$ cat config.mk
export PLATFORM = sky130hd
export DESIGN_NAME = dvi_tmds_encoder_rgb
export DESIGN_NICKNAME = d
export VERILOG_FILES = /design/src/rtl/dvi_pkg.sv /design/src/rtl/dvi_tmds_encoder_if.sv /design/src/rtl/dvi_tmds_encoder_rgb.sv /design/src/rtl/dvi_tmds_encoder.sv
export SDC_FILE = /design/constraint.sdc
export NUM_CORES = 1
export LEC_CHECK = 0
export BUFFER_PORTS_ARGS = -buffer_cell sky130_fd_sc_hd__clkbuf_2
export CORE_ASPECT_RATIO = 1.25
export CORE_MARGIN = 1
export CORE_UTILIZATION = 56
export CTS_BUF_LIST = sky130_fd_sc_hd__clkbuf_4 sky130_fd_sc_hd__clkbuf_8
export DETAILED_ROUTE_END_ITERATION = 10
export PLACE_DENSITY_LB_ADDON = 0.25
export SLEW_MARGIN = 10
export SYNTH_ARGS = -nofsm -noshare
export SYNTH_HDL_FRONTEND = slang
export SYNTH_SLANG_ARGS = --single-unit
$ cat constraint.sdc
create_clock -name clk -period 4.3 [get_ports clk]
set_clock_uncertainty 0.15 [all_clocks]
set_input_delay 0.215 -clock clk [delete_from_list [all_inputs] [get_ports clk]]
set_output_delay 0.215 -clock clk [all_outputs]
set_load 0.01 [all_outputs]
$ cat src/rtl/dvi_pkg.sv
// rtl/dvi_pkg.sv - shared DVI widths, TMDS types, control codes and encode helpers
package dvi_pkg;

    localparam int COLOR_W = 8;
    localparam int TMDS_W  = 10;
    localparam int CNT_W   = 5;

    typedef logic [TMDS_W-1:0] tmds_t;

    localparam tmds_t TMDS_CTRL_00 = 10'h354;
    localparam tmds_t TMDS_CTRL_01 = 10'h0AB;
    localparam tmds_t TMDS_CTRL_10 = 10'h154;
    localparam tmds_t TMDS_CTRL_11 = 10'h2AB;

    // Stage-1 pipeline word: transition-minimized data plus delayed controls
    typedef struct packed {
        logic [8:0] q_m;
        logic       display_on;
        logic       c0;
        logic       c1;
    } stage1_t;

    function automatic logic [3:0] popcount8(input logic [7:0] v);
        logic [3:0] n;
        n = '0;
        for (int i = 0; i < 8; i++) begin
            n = n + {3'b000, v[i]};
        end
        return n;
    endfunction

    // XOR/XNOR chain chosen to minimize transitions; bit 8 records the choice
    function automatic logic [8:0] tm_encode(input logic [7:0] d);
        logic [3:0] n1d;
        logic       use_xnor;
        logic [8:0] q;
        n1d      = popcount8(d);
        use_xnor = (n1d > 4'd4) || ((n1d == 4'd4) && !d[0]);
        q        = '0;
        q[0]     = d[0];
        for (int i = 1; i < 8; i++) begin
            q[i] = use_xnor ? ~(q[i-1] ^ d[i]) : (q[i-1] ^ d[i]);
        end
        q[8] = ~use_xnor;
        return q;
    endfunction

    function automatic tmds_t ctrl_code(input logic c1, input logic c0);
        tmds_t code;
        case ({c1, c0})
            2'b00:   code = TMDS_CTRL_00;
            2'b01:   code = TMDS_CTRL_01;
            2'b10:   code = TMDS_CTRL_10;
            default: code = TMDS_CTRL_11;
        endcase
        return code;
    endfunction

endpackage

$ cat src/rtl/dvi_tmds_encoder_if.sv
// rtl/dvi_tmds_encoder_if.sv - pixel/control input and TMDS symbol output bundle for one channel
interface dvi_tmds_encoder_if #(
    parameter int COLOR_W = dvi_pkg::COLOR_W
);
    logic                display_on;
    logic [COLOR_W-1:0]  data;
    logic                c0;
    logic                c1;
    dvi_pkg::tmds_t      tmds;

    modport master (output display_on, output data, output c0, output c1, input  tmds);
    modport slave  (input  display_on, input  data, input  c0, input  c1, output tmds);
endinterface

$ cat src/rtl/dvi_tmds_encoder_rgb.sv
// rtl/dvi_tmds_encoder_rgb.sv - three aligned TMDS channels; sync rides on blue
module dvi_tmds_encoder_rgb
    import dvi_pkg::*;
#(
    parameter int COLOR_W = dvi_pkg::COLOR_W
) (
    input  logic               clk,
    input  logic               rst,
    input  logic               display_on,
    input  logic [COLOR_W-1:0] red,
    input  logic [COLOR_W-1:0] green,
    input  logic [COLOR_W-1:0] blue,
    input  logic               hsync,
    input  logic               vsync,
    output tmds_t              tmds_r,
    output tmds_t              tmds_g,
    output tmds_t              tmds_b
);

    dvi_tmds_encoder_if #(.COLOR_W(COLOR_W)) r_if ();
    dvi_tmds_encoder_if #(.COLOR_W(COLOR_W)) g_if ();
    dvi_tmds_encoder_if #(.COLOR_W(COLOR_W)) b_if ();

    assign b_if.display_on = display_on;
    assign b_if.data       = blue;
    assign b_if.c0         = hsync;
    assign b_if.c1         = vsync;

    assign g_if.display_on = display_on;
    assign g_if.data       = green;
    assign g_if.c0         = 1'b0;
    assign g_if.c1         = 1'b0;

    assign r_if.display_on = display_on;
    assign r_if.data       = red;
    assign r_if.c0         = 1'b0;
    assign r_if.c1         = 1'b0;

    assign tmds_b = b_if.tmds;
    assign tmds_g = g_if.tmds;
    assign tmds_r = r_if.tmds;

    dvi_tmds_encoder #(.COLOR_W(COLOR_W)) u_blue  (.clk(clk), .rst(rst), .bus(b_if));
    dvi_tmds_encoder #(.COLOR_W(COLOR_W)) u_green (.clk(clk), .rst(rst), .bus(g_if));
    dvi_tmds_encoder #(.COLOR_W(COLOR_W)) u_red   (.clk(clk), .rst(rst), .bus(r_if));

endmodule

$ cat src/rtl/dvi_tmds_encoder.sv
// rtl/dvi_tmds_encoder.sv - one-channel DVI 1.0 TMDS encoder, 2-stage pipe (3 with DVI_TMDS_ENCODER_REG_OUT_EN)
module dvi_tmds_encoder
    import dvi_pkg::*;
#(
    parameter int COLOR_W = dvi_pkg::COLOR_W
) (
    input  logic              clk,
    input  logic              rst,
    dvi_tmds_encoder_if.slave bus
);

    stage1_t                 s1;
    stage1_t                 s1_next;
    tmds_t                   tmds_s2;
    tmds_t                   tmds_next;
    logic signed [CNT_W-1:0] cnt;
    logic signed [CNT_W-1:0] cnt_next;
    logic signed [CNT_W-1:0] diff;
    logic [3:0]              n1;
    logic [7:0]              q;
    logic                    q8;

    assign q  = s1.q_m[7:0];
    assign q8 = s1.q_m[8];

    // Stage-1 input: transition-minimized word alongside the delayed strobes
    always_comb begin
        s1_next            = '0;
        s1_next.q_m        = tm_encode(bus.data[COLOR_W-1:0]);
        s1_next.display_on = bus.display_on;
        s1_next.c0         = bus.c0;
        s1_next.c1         = bus.c1;
    end

    // Stage-1 register; reset flushes any in-flight symbol
    always_ff @(posedge clk or posedge rst) begin
        if (rst) begin
            s1 <= '0;
        end else begin
            s1 <= s1_next;
        end
    end

    // Stage-2 DC balancing: pick inversion from running disparity; diff = n1 - n0
    always_comb begin
        n1        = popcount8(q);
        diff      = ($signed({1'b0, n1}) - 5'sd4) <<< 1;
        tmds_next = ctrl_code(s1.c1, s1.c0);
        cnt_next  = cnt;
        if (!s1.display_on) begin
            cnt_next = '0;
        end else if ((cnt == 5'sd0) || (diff == 5'sd0)) begin
            tmds_next = {~q8, q8, q8 ? q : ~q};
            cnt_next  = q8 ? (cnt + diff) : (cnt - diff);
        end else if (((cnt > 5'sd0) && (diff > 5'sd0)) || ((cnt < 5'sd0) && (diff < 5'sd0))) begin
            tmds_next = {1'b1, q8, ~q};
            cnt_next  = cnt + (q8 ? 5'sd2 : 5'sd0) - diff;
        end else begin
            tmds_next = {1'b0, q8, q};
            cnt_next  = cnt + diff - (q8 ? 5'sd0 : 5'sd2);
        end
    end

    // Stage-2 register: symbol and running disparity
    always_ff @(posedge clk or posedge rst) begin
        if (rst) begin
            tmds_s2 <= TMDS_CTRL_00;
            cnt     <= '0;
        end else begin
            tmds_s2 <= tmds_next;
            cnt     <= cnt_next;
        end
    end

`ifdef DVI_TMDS_ENCODER_REG_OUT_EN
    tmds_t tmds_s3;

    // Extra output retiming register, idles at the blank/no-sync code
    always_ff @(posedge clk or posedge rst) begin
        if (rst) begin
            tmds_s3 <= TMDS_CTRL_00;
        end else begin
            tmds_s3 <= tmds_s2;
        end
    end

    assign bus.tmds = tmds_s3;
`else
    assign bus.tmds = tmds_s2;
`endif

endmodule

---- After elaboration in Yosys (flattened, before gate mapping) ----
Index checks and enable logic that the tools add are counted.
operators by class
  bitwise gates (word level) .............. 51
  div/mod/pow operators ................... 0
  shift operators ......................... 0
  multipliers ............................. 0
  $add $sub $neg .......................... 60
  equality and inequality tests ........... 5
  order comparisons ....................... 15
  muxes and demuxes ....................... 52
  reduce and logical (&&, ||, !) cells .... 28
operators by type and width
  cell                                                        number
  adder 4 x 1 -> 4 bit                                        36
  2-to-1 mux 10 bit                                           9
  2-to-1 mux 5 bit                                            12
  subtractor 5 bit                                            9
  adder 5 bit                                                 6
  > comparator 5 x 1 -> 1 bit, second input constant          6
  logical NOT 5 bit                                           6
  less-than comparator 5 x 1 -> 1 bit, second input constant  6
  one-hot mux 10 bit (3 select lines)                         1
  NOT 1 bit                                                   27
  2-to-1 mux 8 bit                                            3
  NOT 8 bit                                                   3
  2-to-1 mux 1 bit                                            21
  XOR 1 bit                                                   21
  adder 1 x 1 -> 2 bit                                        6
  == test 4 x 3 -> 1 bit, second input constant               3
  > comparator 4 x 3 -> 1 bit, second input constant          3
  2-to-1 mux 2 bit                                            6
  subtractor 4 x 3 -> 4 bit, second input constant            3
  logical AND 1 bit                                           9
  logical OR 1 bit                                            9
  logical NOT 1 bit                                           3
  == test 2 x 1 -> 1 bit, second input constant               1
  == test 2 bit, second input constant                        1
  logical NOT 2 bit                                           1
storage, ports and cells
  memories kept ........................... 0
  input port bits ......................... 29
  bits in latches ......................... 0
  logic and storage cells ................. 223
  output and inout bits ................... 30
  ROM bits ................................ 0
  bits in writable memories ............... 0
  register bits after elaboration ......... 75

---- Longest topological paths before layout ----
  depth in word-level cells ............... 29
  depth in mapped cells ................... 16
  gate-level depth less buffers ........... 16

---- Modules after synthesis ----
From an unflattened synthesis, not the netlist that was laid out.
second synthesis, totals
  cell total of the unflattened synthesis .. 607
  area total of the unflattened synthesis .. 6497.5 um^2
modules (own cells, without submodules)
  module                      area each (um^2)  times used  seq. area each (um^2)  cells each
  dvi_tmds_encoder (u_red)    2174.6            1           656.9                  198
  dvi_tmds_encoder (u_blue)   2163.3            1           656.9                  196
  dvi_tmds_encoder (u_green)  2155.8            1           656.9                  212
  dvi_tmds_encoder_rgb        3.8               1           0.0                    1

---- Worst setup path before layout ----
OpenSTA, ideal clock, no wires.
  path type ............................... flip-flop to flip-flop
  start point ............................. register u_red.s1 (netlist bit u_red.q[0])
  end point ............................... register u_red.cnt[4]
  stages on the path, launching flop included .. 16
  data required time ...................... 4.046 ns
  arrival ................................. 4.321 ns
  path slack .............................. -0.275 ns
  setup time .............................. 0.104 ns
  buffers on the path ..................... 0
  clock period less this slack ............ 4.575 ns
  cells stage by stage .................... dfrtp_1 -> ha_1 -> inv_1 -> fa_1 -> fa_1 -> fa_1 -> fa_1 -> inv_1 -> ha_1 -> inv_1 -> ha_1 -> a21o_1 -> a21oi_1 -> xnor2_1 -> o21a_1 -> a221oi_1
on the way
  word-level cells in the longest chain between the ends .. 14
  elaborated cells on any way between the ends .. 23
  those cells by class .................... 12 x add/sub; 2 x order compare; 4 x mux; 5 x reduce/logical
ends and longest elaborated chain
  what                                                                 RTL line                text
  start: declaration                                                   dvi_tmds_encoder.sv:12  stage1_t s1;
  start signal: assignment                                             dvi_tmds_encoder.sv:40  s1 <= s1_next;
  adder 1 x 1 -> 2 bit (*)                                             dvi_pkg.sv:27           n = n + {3'b000, v[i]};
  adder 4 x 1 -> 4 bit (*) (6 in series)                               dvi_pkg.sv:27
  subtractor 4 x 3 -> 4 bit (*)                                        dvi_tmds_encoder.sv:47  diff = ($signed({1'b0, n1}) - 5'sd4) <<< 1;
  parallel branches: the longest is 4 deep, another holds adder 5 bit  n/a
  2-to-1 mux 5 bit (*)                                                 dvi_tmds_encoder.sv:52  end else if ((cnt == 5'sd0) || (diff == 5'sd0)) begin
  2-to-1 mux 5 bit (*)                                                 dvi_tmds_encoder.sv:50  if (!s1.display_on) begin
  via u_red.cnt_next[4]                                                dvi_tmds_encoder.sv:17  logic signed [CNT_W-1:0] cnt_next;
  end signal: assignment                                               dvi_tmds_encoder.sv:71  cnt <= cnt_next;
  end: declaration                                                     dvi_tmds_encoder.sv:16  logic signed [CNT_W-1:0] cnt;
Mark *: on every way through the listed nets, which the timed path passes.

---- Worst setup path in the final report ----
  start point ............................. register u_green.s1 (netlist bit u_green.q[1])
  end point ............................... register u_green.cnt[4]
on the way
  word-level cells in the longest chain between the ends .. 14
  elaborated cells on any way between the ends .. 23
  those cells by class .................... 12 x add/sub; 2 x order compare; 4 x mux; 5 x reduce/logical
ends and longest elaborated chain
  what                                                                 RTL line
  start: declaration                                                   dvi_tmds_encoder.sv:12
  start signal: assignment                                             dvi_tmds_encoder.sv:40
  adder 1 x 1 -> 2 bit (*)                                             dvi_pkg.sv:27
  adder 4 x 1 -> 4 bit (*) (6 in series)                               dvi_pkg.sv:27
  subtractor 4 x 3 -> 4 bit (*)                                        dvi_tmds_encoder.sv:47
  parallel branches: the longest is 4 deep, another holds adder 5 bit  n/a
  2-to-1 mux 5 bit (*)                                                 dvi_tmds_encoder.sv:52
  2-to-1 mux 5 bit (*)                                                 dvi_tmds_encoder.sv:50
  via u_green.cnt_next[4]                                              dvi_tmds_encoder.sv:17
  end signal: assignment                                               dvi_tmds_encoder.sv:71
  end: declaration                                                     dvi_tmds_encoder.sv:16
Marked as above.

==> flow_summary.ini <==
[run_status]
status = finished clean

[clocking]
cts.htree.levels = 3
clock_latency_ns = 0.36
clk_pin_slew_ns = 0.08
cts_root_buf = clkbuf_8
cts.path.max_buffers = 2
numCtsBuffers = 9
clock_sinks = 72
cts_tree = yes

[floorplan]
core_area_um2 = 9660
io_pins = 59
row_count = 40
start_util_pct = 57.6
die-area_um2 = 10300
die_h_um = 113
die_x_um = 91.2

[synthesis]
synthAdderAreaFrac_pct = 27.5
synth_xor_area_share_pct = 11.4
synth_ff_type = dfrtp_1
synth_cells = 518
synth_compound_area_share_pct = 10.9
syn_avg_cell_area_um2 = 10.7
synth_area_um2 = 5570
synth_top_family_by_area = adder cells
synth_cell_types = 56
ys_async_sr_fraction_pct = 100
ys_ff_latch = 72
synth_fp_nets = 644
synth_edf_count = 0
synth-simple-area-share_pct = 8.25
yosysWarnings = 0
yosysSeqAreaShare_pct = 32.7
synth_mux_area_share_pct = 2.43

[grt]
globalRouteTotalUtil_pct = 24.1
grt_pass1_wl_um = 19500
antenna_found_initial = 0
grt_max_degree = 48
grt_pass1_vias = 4286
grt.overflow.total = 0

[timing]
setup_slack_ns = 0.00147
setup_viol = 0
worst_pin_slew_ns = 0.941
rsz0062_at_grt = true
fmax_mhz = 233
period_minus_slack_ns = 4.30
hold_slack_ns = 0.0186
relSlewSlack_pct = 37.2
finalHoldViolations = 0
slew_viol_final = 0
period_share_pct = 100

[setup_path]
slowest_delay_ns = 0.61
cp-end-kind = flop
slowest_stage = fa_2
cp.arrival_ns = 4.42
crit_chain = ha_4 -> inv_2 -> fa_1 -> fa_1 -> fa_2 -> fa_2 -> buf_6 -> ha_4 -> fa_1 -> a21oi_2 -> xnor2_1 -> a21oi_1 -> a221oi_2
crit_type = reg -> reg
worstPathRequired_ns = 4.42
cp-start-kind = flop
critPathMaxFanout = 3
crit_top_cell = fa_1

[final_layout]
stdcell_count = 758
nets = 753
area_delta_synth_final_pct = 23.8
drive_gt1_share_pct = 30.2
antenna_cells = 0

[route]
drc = 0
wire_per_inst_um = 15.8
detail_route.first_pass.iterations = 4
wirelength_um = 12000
drtIter0Drc = 183
antenna_left = 0
viasPerCell = 5.37
dr_total_vias = 4068

[place]
placed_cells = 723
port_buffers = 58
gp_congestion = 0.937
dp_hpwl_um = 9120
place_ws_ns = -0.150

[job]
drv_cap = 0

[min_path]
hp-class = in -> reg
==> routing by layer <==
metal  part of all wire, %  vias up  GRT usage, %
met3                   3.1       29          4.60
met1                    39     2043          27.4
li1                      -     1911             -
met5                     0        -             0
met4                   2.6        0          10.4
met2                    55       85          44.2
==> flip-flops by register name, indices dropped and copies added (netlist names) <==
signal,count
u_blue.bus.tmds,10
u_green.bus.tmds,10
u_red.bus.tmds,10
u_blue.q,8
u_green.q,8
u_red.q,8
u_blue.cnt,4
u_green.cnt,4
u_red.cnt,4
u_blue.s1,2
u_blue.q8,1
u_green.q8,1
u_red.q8,1
u_red.s1,1
==> Yosys cell counts (2+ instances only) <==
cell	instances	area share, %
inv_1	90	6.1
dfrtp_1	57	26
ha_1	55	12
xnor2_1	51	8.0
fa_1	42	15
a21oi_1	27	2.4
nand2_1	26	1.8
dfstp_2	15	7.1
xor2_1	12	1.9
nor2_1	11	0.74
or3_1	11	1.2
nor3_1	10	0.90
a31oi_1	9	1.0
mux2i_1	9	1.6
a21o_1	8	1.1
o21ai_1	8	0.72
nand2b_1	7	0.79
nor3b_1	6	0.81
clkbuf_1	5	0.34
a221oi_1	4	0.63
nand3_1	4	0.36
nor2b_1	4	0.45
o21a_1	4	0.54
mux2_1	3	0.61
o21ai_0	3	0.27
o21bai_1	3	0.40
xnor3_1	3	1.2
inv_2	2	0.13
nand3b_1	2	0.27
==> kinds of logic after synthesis <==
kind of cell    count (synthesis)
simple gates                   88
buf+inv                        99
flops                          72
mux                            13
fa+ha+maj                      97
compound gates                 82
xor+xnor                       67
==> worst max-delay path, delay by kind of cell, from the launching register on <==
family                     cells  cell delay [ns]
xor gates and xnor gates       1             0.13
AOI/OAI and AO/OA              3             0.50
adders and majority gates      7             2.85
buffers and inverters          2             0.16
DFF                            1             0.42
==> layout make-up <==
type	count	area, um2
flip-flops and latches	72	1820
clock inverters	6	91.3
inverters	92	355
multi-input cells	347	3640
clock buffers	10	131
repair buffers	105	701
well taps	126	158
fillers	685	2760
==> what timing repair did <==
item	in CTS	in global routing
hold buffers	10	0
setup buffers	1	8
endpoints found under the setup margin	7	17
gates cloned	0	0
endpoints found under the hold margin	45	0
pin swaps	6	22
gates resized for setup	2	45
==> path summary, 6_finish.rpt <==
check / start / endpoint / slack [ns] / cells after the start
worst min register to register: u_red.q[4] / u_red.bus.tmds[4] / 0.37 / 2
worst max-delay path: u_green.q[1] / u_green.cnt[4] / 0.001 / 13
max in group asynchronous: rst / u_green.bus.tmds[6] / 2.60 / 4
worst min-delay path: red[2] / u_red.q[2] / 0.02 / 2
worst max register to register: u_green.q[1] / u_green.cnt[4] / 0.001 / 13
min in group asynchronous: rst / u_red.q8 / 0.46 / 3
==> metrics by stage <==
stage,area [um2],TNS [ns],utilization (%)
final,6900,0,71.4
after global routing,6900,-0.598,71.4
after CTS,6580,-0.0151,68.1
after detailed placement,6240,-0.355,64.6
after global placement,6240,-0.0282,64.6
after floorplan,5620,0,-
==> layout by cell type, fill, tap and decap left out, drive strengths merged, types with 8 or more instances in the layout <==
cell / n
fa: 42
nor3: 10
inv: 93
nor2: 11
or3: 11
o21ai: 12
xnor2: 51
clkbuf: 68
dlygate4sd3: 10
xor2: 13
a21o: 8
nand2: 26
a21oi: 27
buf: 37
mux2i: 9
dfstp: 15
dfrtp: 57
a31oi: 9
ha: 55
Power is left out: the tool's default activity adds up to more than one toggle a clock period on the data nets, which glitch-free logic cannot reach.
